**src/rtl/uart_pkg.sv**
```systemverilog
// Shared UART definitions: receiver FSM state encoding and baud divider calculation.
package uart_pkg;

  typedef enum logic [2:0] {
    IDLE    = 3'd0,
    START   = 3'd1,
    DATA    = 3'd2,
    STOP    = 3'd3,
    WAIT_HI = 3'd4
  } uart_state_e;

  // Clocks per oversample tick, truncated.
  function automatic int calc_tick_div(input int clock_freq, input int baud_rate,
                                       input int oversample);
    return clock_freq / (baud_rate * oversample);
  endfunction

endpackage

```
**src/rtl/uart_baud_tick.sv**
```systemverilog
// Free-running divider: one-clock tick every TICK_DIV clocks.
module uart_baud_tick #(
  parameter int TICK_DIV = 325
) (
  input  logic clk,
  input  logic rst,
  output logic tick
);

  localparam int CW = (TICK_DIV > 1) ? $clog2(TICK_DIV) : 1;
  localparam logic [CW-1:0] LAST = CW'(TICK_DIV - 1);

  logic [CW-1:0] cnt;

  always_ff @(posedge clk or posedge rst) begin
    if (rst)              cnt <= '0;
    else if (cnt == LAST) cnt <= '0;
    else                  cnt <= cnt + 1'b1;
  end

  // With TICK_DIV=1 the counter sits at 0 and tick stays high.
  assign tick = (cnt == LAST);

endmodule

```
**src/rtl/uart_rx_8n1_os.sv**
```systemverilog
// 8N1 UART receiver, oversampled with mid-bit sampling, glitch rejection,
// framing-error and overrun reporting; bytes delivered on valid/ready.
module uart_rx_8n1_os
  import uart_pkg::*;
#(
  parameter int CLOCK_FREQ = 50000000,
  parameter int BAUD_RATE  = 9600,
  parameter int OVERSAMPLE = 16
) (
  input  logic       clk,
  input  logic       rst,
  input  logic       rx,
  output logic [7:0] rx_data,
  output logic       rx_valid,
  input  logic       rx_ready,
  output logic       frame_err,
  output logic       overrun,
  output logic       rx_busy
);

  localparam int TICK_DIV = calc_tick_div(CLOCK_FREQ, BAUD_RATE, OVERSAMPLE);
  localparam int SW = $clog2(OVERSAMPLE);
  localparam logic [SW-1:0] S_HALF = SW'(OVERSAMPLE / 2 - 1);
  localparam logic [SW-1:0] S_LAST = SW'(OVERSAMPLE - 1);

  logic        tick;
  logic [1:0]  sync;
  logic        rx_s;
  uart_state_e state, state_n;
  logic [SW-1:0] s, s_n;
  logic [2:0]  b, b_n;
  logic [7:0]  sh, sh_n;
  logic        deliver, ferr;

  uart_baud_tick #(.TICK_DIV(TICK_DIV)) u_tick (
    .clk  (clk),
    .rst  (rst),
    .tick (tick)
  );

  always_ff @(posedge clk or posedge rst) begin
    if (rst) sync <= 2'b11;
    else     sync <= {sync[0], rx};
  end
  assign rx_s = sync[1];

  // State register (with the sample/bit counters and shift register).
  always_ff @(posedge clk or posedge rst) begin
    if (rst) begin
      state <= IDLE;
      s     <= '0;
      b     <= '0;
      sh    <= '0;
    end else begin
      state <= state_n;
      s     <= s_n;
      b     <= b_n;
      sh    <= sh_n;
    end
  end

  always_comb begin
    state_n = state;
    s_n     = s;
    b_n     = b;
    sh_n    = sh;
    if (tick) begin
      case (state)
        IDLE: if (!rx_s) begin
          state_n = START;
          s_n     = '0;
        end
        START: if (s == S_HALF) begin
          state_n = rx_s ? IDLE : DATA;
          s_n     = '0;
          b_n     = '0;
        end else s_n = s + 1'b1;
        DATA: if (s == S_LAST) begin
          sh_n[b] = rx_s;
          s_n     = '0;
          if (b == 3'd7) state_n = STOP;
          else           b_n     = b + 1'b1;
        end else s_n = s + 1'b1;
        STOP: if (s == S_LAST) begin
          state_n = rx_s ? IDLE : WAIT_HI;
          s_n     = '0;
        end else s_n = s + 1'b1;
        WAIT_HI: if (rx_s) state_n = IDLE;
        default: state_n = IDLE;
      endcase
    end
  end

  always_comb begin
    rx_busy = (state != IDLE);
    deliver = tick && (state == STOP) && (s == S_LAST) && rx_s;
    ferr    = tick && (state == STOP) && (s == S_LAST) && !rx_s;
  end

  // A transfer in the delivery cycle frees the slot for the new byte.
  always_ff @(posedge clk or posedge rst) begin
    if (rst) begin
      rx_data   <= '0;
      rx_valid  <= 1'b0;
      frame_err <= 1'b0;
      overrun   <= 1'b0;
    end else begin
      frame_err <= ferr;
      overrun   <= 1'b0;
      if (deliver) begin
        if (!rx_valid || rx_ready) begin
          rx_data  <= sh;
          rx_valid <= 1'b1;
        end else begin
          overrun  <= 1'b1;
        end
      end else if (rx_valid && rx_ready) begin
        rx_valid <= 1'b0;
      end
    end
  end

endmodule
```
**config.mk**
```make
export PLATFORM = sky130hd
export DESIGN_NAME = uart_rx_8n1_os
export DESIGN_NICKNAME = d
export VERILOG_FILES = /design/src/rtl/uart_pkg.sv /design/src/rtl/uart_baud_tick.sv /design/src/rtl/uart_rx_8n1_os.sv
export SDC_FILE = /design/constraint.sdc
export NUM_CORES = 1
export LEC_CHECK = 0
export BUFFER_PORTS_ARGS = -buffer_cell sky130_fd_sc_hd__buf_2
export CAP_MARGIN = 10
export CORE_MARGIN = 2
export CORE_UTILIZATION = 50
export DETAILED_ROUTE_END_ITERATION = 7
export PLACE_DENSITY = 0.65
export SLEW_MARGIN = 20
export SYNTH_ARGS = -nofsm -noshare
export SYNTH_HDL_FRONTEND = slang
export SYNTH_SLANG_ARGS = --single-unit
```
**constraint.sdc**
```tcl
create_clock -name clk -period 3.05 [get_ports clk]
set_clock_uncertainty 0.1 [all_clocks]
set_input_delay 0.305 -clock clk [delete_from_list [all_inputs] [get_ports clk]]
set_output_delay 0.305 -clock clk [all_outputs]
set_load 0.02 [all_outputs]
```
### Word-level counts from Yosys, hierarchy flattened

Index checks and enable logic that the tools add are counted.

* add/subtract/negate cells: 3
* $lt $le $gt $ge: 2
* equality and inequality tests: 16
* multiplexer cells: 26
* reduce and logical (&&, ||, !) cells: 21

Operators by type and width (count)
* 2-to-1 mux 3 bit: 10
* case mux 3 bit (5 select lines): 1
* inequality test 2 bit (second input constant): 7
* 2-to-1 mux 4 bit: 3
* case mux 4 bit (3 select lines): 1
* adder 9 x 1 -> 9 bit (second input constant): 1
* == test 9 bit (second input constant): 1
* 2-to-1 mux 9 bit: 1
* bitwise mux 8 bit: 1
* AND reduction 7 bit: 1
* == test 3 x 2 -> 1 bit (second input constant): 2
* == test 3 bit (second input constant): 2
* logical AND 1 bit: 6
* 2-to-1 mux 1 bit: 6
* case mux 3 bit (2 select lines): 1
* AND reduction 3 bit: 2
* nonzero test 3 bit: 2
* AND reduction 5 bit: 1
* adder 4 x 1 -> 4 bit (second input constant): 1
* == test 4 x 3 -> 1 bit (second input constant): 1
* == test 4 bit (second input constant): 1
* < comparator 3 x 4 -> 1 bit (second input constant): 1
* AND reduction 2 bit: 2
* nonzero test 2 bit: 2
* other kinds (10): 11

* register bits: 40
* bits of input ports: 4
* output and inout bits: 12
* word-level logic and storage cells: 78

### Logic depth before layout (Yosys ltp)

* word-level depth: 6
* mapped depth: 7
* depth with buffers taken out: 6

### By module

A second synthesis with hierarchy kept.

* cells, all modules: 170
* area total of the unflattened synthesis: 1936.9 µm²

Modules (own cells, without submodules)
* uart_rx_8n1_os: instances 1, cells each 128, area an instance 1508.9 µm², sequential area each 778.2 µm²
* uart_baud_tick: instances 1, cells each 42, area an instance 427.9 µm², sequential area each 225.2 µm²

### Least setup slack after synthesis

No wires, ideal clock.

* kind: flip-flop to flip-flop
* start point: reg u_tick.cnt[0]
* end point: reg rx_data[0]
* library setup time: 127 ps
* arrival time: 1587 ps
* required time: 2823 ps
* slack: 1235 ps
* stages on the path, launching flop included: 8
* clock period less this slack: 1815 ps
* cell sequence: dfrtp_1 -> inv_1 -> ha_1 -> nand4bb_1 -> nor2_4 -> and4_1 -> buf_4 -> mux2_1

* word-level cells in the longest chain between the ends: 5

RTL lines
* start: declaration: line uart_baud_tick.sv:13 `logic [CW-1:0] cnt;`
* start signal: assignment: line uart_baud_tick.sv:18 `else cnt <= cnt + 1'b1;`
* == test 9 bit: line uart_baud_tick.sv:22 `assign tick = (cnt == LAST);`
* logical AND 1 bit (3 in series): line uart_rx_8n1_os.sv:96 `deliver = tick && (state == STOP) && (s == S_LAST) && rx_s;`
* AND reduction 2 bit (no line)
* end signal: assignment: line uart_rx_8n1_os.sv:112 `rx_data <= sh;`
* end: declaration: line uart_rx_8n1_os.sv:13 `output logic [7:0] rx_data,`

No other way between the ends.
A chain may end at the register's enable or synchronous reset.

### Final worst setup path

* start point: reg u_tick.cnt[0]
* end point: reg rx_data[6]

Same word-level chain as after synthesis.

==> flow_metrics.tcl <==
set metrics [dict create \
    status "completed" \
    critical_path.cell_chain "inv_1 -> ha_1 -> nand4bb_1 -> nor2_4 -> and4_1 -> mux2_1" \
    synth_enable_flop_cells 0 \
    fin_tns_setup_ps 0 \
    std_cell_rows 22 \
    grt_setup_unrepaired "no" \
    cp_max_fo 8 \
    clk_root_buffer_cell "sky130_fd_sc_hd__clkbuf_8" \
    cpPeakStageDelay_ps 470 \
    relSlewSlack_pct 67.8 \
    worst_ep_required_time_ps 3120 \
    start_util_pct 52.3 \
    grt_max_degree 41 \
    fmaxAchievable_ghz 0.470 \
    mapped_cells 165 \
    fillCellCount 317 \
    synth_most_common_cell "sky130_fd_sc_hd__dfrtp_1" \
    detailed_place.area_sq_mm 0.00204 \
    worst_setup_hold_path_clk_slew_ps 70 \
    max_cap_viol_count 0 \
    synth_seq_cells 40 \
    dominant_combinational_cell_family_by_area_after_synthesis "simple AND/OR/NAND/NOR gates" \
    num_vias 1281 \
    port-buffer-count 15 \
    dr.first_iter.drc_count 62 \
    synthesized_area_fraction_occupied_by_xor_and_xnor_cells_pct 3.63 \
    cts_inserted_buffers 5 \
    final_period_minus_worst_setup_slack_ps 2130 \
    finish.instance_area_sq_mm 0.00213 \
    power_switching_mw 0.188 \
    avgSynthCellArea_sq_um 11.7 \
    detail_route.wl_per_cell_um 14.0 \
    p_clk_share_pct 37.4 \
    power_mw 0.879 \
    worst_setup_path_end_kind "register" \
    layout-drive-gt1-share_pct 19.0 \
    grt_first_pass_wirelength_um 5650 \
    regToRegStartpoint "u_tick.cnt[0]" \
    finalWirelength_um 3250 \
    synthDominantAreaCellType "sky130_fd_sc_hd__dfrtp_1" \
    synthMuxAreaShare_pct 10.9 \
    vdd_drop_max_mv 0.272 \
    synth_async_sr_flop_share_pct 100 \
    hold-worst-slack_ps 23.8 \
    synthToLayoutAreaGrowth_pct 10.6 \
    antenna_cells_inserted 0 \
    cts.path.max_buffers 2 \
    die_x_um 66.1 \
    internal_power_mw 0.691 \
    floorplan.io_pins 16 \
    die_area_sq_mm 0.00437 \
    post_syn_nets 174 \
    timing.final.max_slew_violations 0 \
    switching_share_pct 21.4 \
    cp_data_arrival_time_ps 2200 \
    antenna_violations_before_repair 0 \
    drcViolationCount 0 \
    critical-path-slowest-cell "sky130_fd_sc_hd__and4_1" \
    critPathLaunchType "register" \
    postSynth.topFlopCell "sky130_fd_sc_hd__dfrtp_1" \
    power.static_leakage_nw 1.05 \
    cts.repair_timing.setup_buffer_count 0 \
    grt_overflow 0 \
    yosys-top-cells-area "sky130_fd_sc_hd__dfrtp_1 (49%), sky130_fd_sc_hd__mux2_1 (9.3%), sky130_fd_sc_hd__ha_1 (3.2%), sky130_fd_sc_hd__nand2_1 (2.9%), sky130_fd_sc_hd__dfstp_2 (2.7%)" \
    finalHoldViolCount 0 \
    share_comb_of_total_power_pct 1.7 \
    hold_class "in -> async" \
    tritoncts "built" \
    core_sq_mm 0.00369 \
    synth_adder_area_share_pct 3.24 \
    gp_congestion 0.859 \
    routed_via_density 5.52 \
    yosysSeqAreaShare_pct 52.0 \
    pwrdens_mw_per_mm2 412 \
    path_buf_inv 1 \
    clock-sinks 40 \
    net_count_final 193 \
    ant_nets 0 \
    cts-htree-levels 2 \
    insertion_delay_ps 290 \
    grt_pass1_vias 1178 \
    r2r_slack_ps 920 \
    worstRegToRegCells 6 \
    synth.top_cells.by_count "sky130_fd_sc_hd__dfrtp_1 (38), sky130_fd_sc_hd__mux2_1 (16), sky130_fd_sc_hd__nand2_1 (15)" \
    drt-pass1-iter-count 4 \
    yosys_warnings 0 \
    yosys.area_share.simple_pct 21.1 \
    detailed_place_hpwl_um 2310 \
    worst-setup-path-type "reg -> reg" \
    r2r_end "rx_data[6]" \
    worst-slew-pin-transition_ps 483 \
    setup_viol 0 \
    preCtsSetupSlack_ps 911 \
    synth_largest_type_area_fraction_pct 49.3 \
    die_h_um 66.1 \
    path_delay_family "simple AND/OR/NAND/NOR gates" \
    timing.final.crit_share_pct 69.7 \
    grt_util_all_layers_pct 17.6 \
    netlist_area_before_placement_sq_mm 0.00193 \
    seqPwrFrac_pct 60.9 \
    yosys.cell_types.count 42 \
    compound_gate_portion_of_the_synthesized_area_pct 6.03 \
    postLayoutSetupSlackWorst_ps 923 \
]
## cell type report
cell class	instances	area (sq um)	area share, %
clock inverter	2	12.5	0.586
sequential	40	1000	47.0
timing repair buffer	17	92.6	4.34
clock buffer	5	68.8	3.22
multi-input combinational	112	867	40.6
tap	48	60.1	2.81
inverter	8	30.0	1.41
## layout by cell type, fill, tap and decap left out, drive strengths merged, types with 3 or more instances in the layout
cell type | synthesis | routed
nor4 | 5 | 5
xor2 | 3 | 3
o21ai | 4 | 4
clkbuf | 1 | 5
and3 | 5 | 5
ha | 5 | 5
nor3 | 8 | 8
dfrtp | 38 | 38
nand3 | 7 | 7
o31ai | 3 | 3
mux2 | 16 | 16
nor2 | 10 | 10
inv | 8 | 8
xnor2 | 5 | 5
nand2 | 15 | 15
buf | 4 | 16
mux2i | 3 | 3
## state kept, by name, indices dropped and copies added, names as in the netlist
register	flops
b	3
frame_err	1
overrun	1
rx_data	8
rx_valid	1
s	4
sh	8
state	3
sync	2
u_tick.cnt	9
## worst min-delay path, stage by stage
cell	delay [ps]
sky130_fd_sc_hd__buf_2	90
sky130_fd_sc_hd__inv_1	40
sky130_fd_sc_hd__buf_4	410
## what timing repair did
action,in CTS,in global routing
endpoints found under the hold margin,0,1
setup endpoints to repair,0,0
resized for setup,0,0
hold buffers,0,1
## power groups by stage
stage | Combinational (mW) | Clock [mW] | Sequential [mW]
CTS | 0.0147 | 0.342 | 0.535
finish | 0.0148 | 0.328 | 0.536
global route | 0.0175 | 0.365 | 0.536
global placement | 0.0144 | 0 | 0.546
floorplan | 0.0105 | 0 | 0.544
detailed placement | 0.0148 | 0 | 0.546
## per-stage QoR
| stage | util [%] | cells |
|---|---|---|
| after global placement | 55.4 | 224 |
| after floorplan | - | 165 |
| final | 57.9 | 232 |
| after CTS | 57.6 | 231 |
| after detailed placement | 55.4 | 224 |
| after global routing | 57.9 | 232 |
## layer usage
| metal | GRT usage [%] | part of all wire [%] | vias up | wire length (um) |
|---|---|---|---|---|
| li1 | - | - | 629 | - |
| met5 | 0 | 0 | - | 0 |
| met4 | 8.42 | 1.8 | 0 | 57 |
| met1 | 26.1 | 50 | 617 | 1620 |
| met3 | 4.09 | 4.3 | 5 | 139 |
| met2 | 24.3 | 44 | 30 | 1440 |
## kinds of logic after synthesis
group / after synthesis
fa+ha+maj: 5
simple gates: 63
xor+xnor: 8
flops: 40
compound gates: 17
mux: 19
buf+inv: 13
## how the worst max path moves through the flow
stage                        startpoint    endpoint  slack, ps  cells after the start
final                     u_tick.cnt[0]  rx_data[6]        920                      6
after detailed placement  u_tick.cnt[0]  rx_data[6]        910                      6
after global routing      u_tick.cnt[0]  rx_data[2]        800                      6
after global placement    u_tick.cnt[0]  rx_data[2]       1010                      6
after floorplan           u_tick.cnt[0]  rx_data[0]       1240                      7
after CTS                 u_tick.cnt[0]  rx_data[6]        900                      6
No activity file was read; power rests on OpenSTA's default activity.
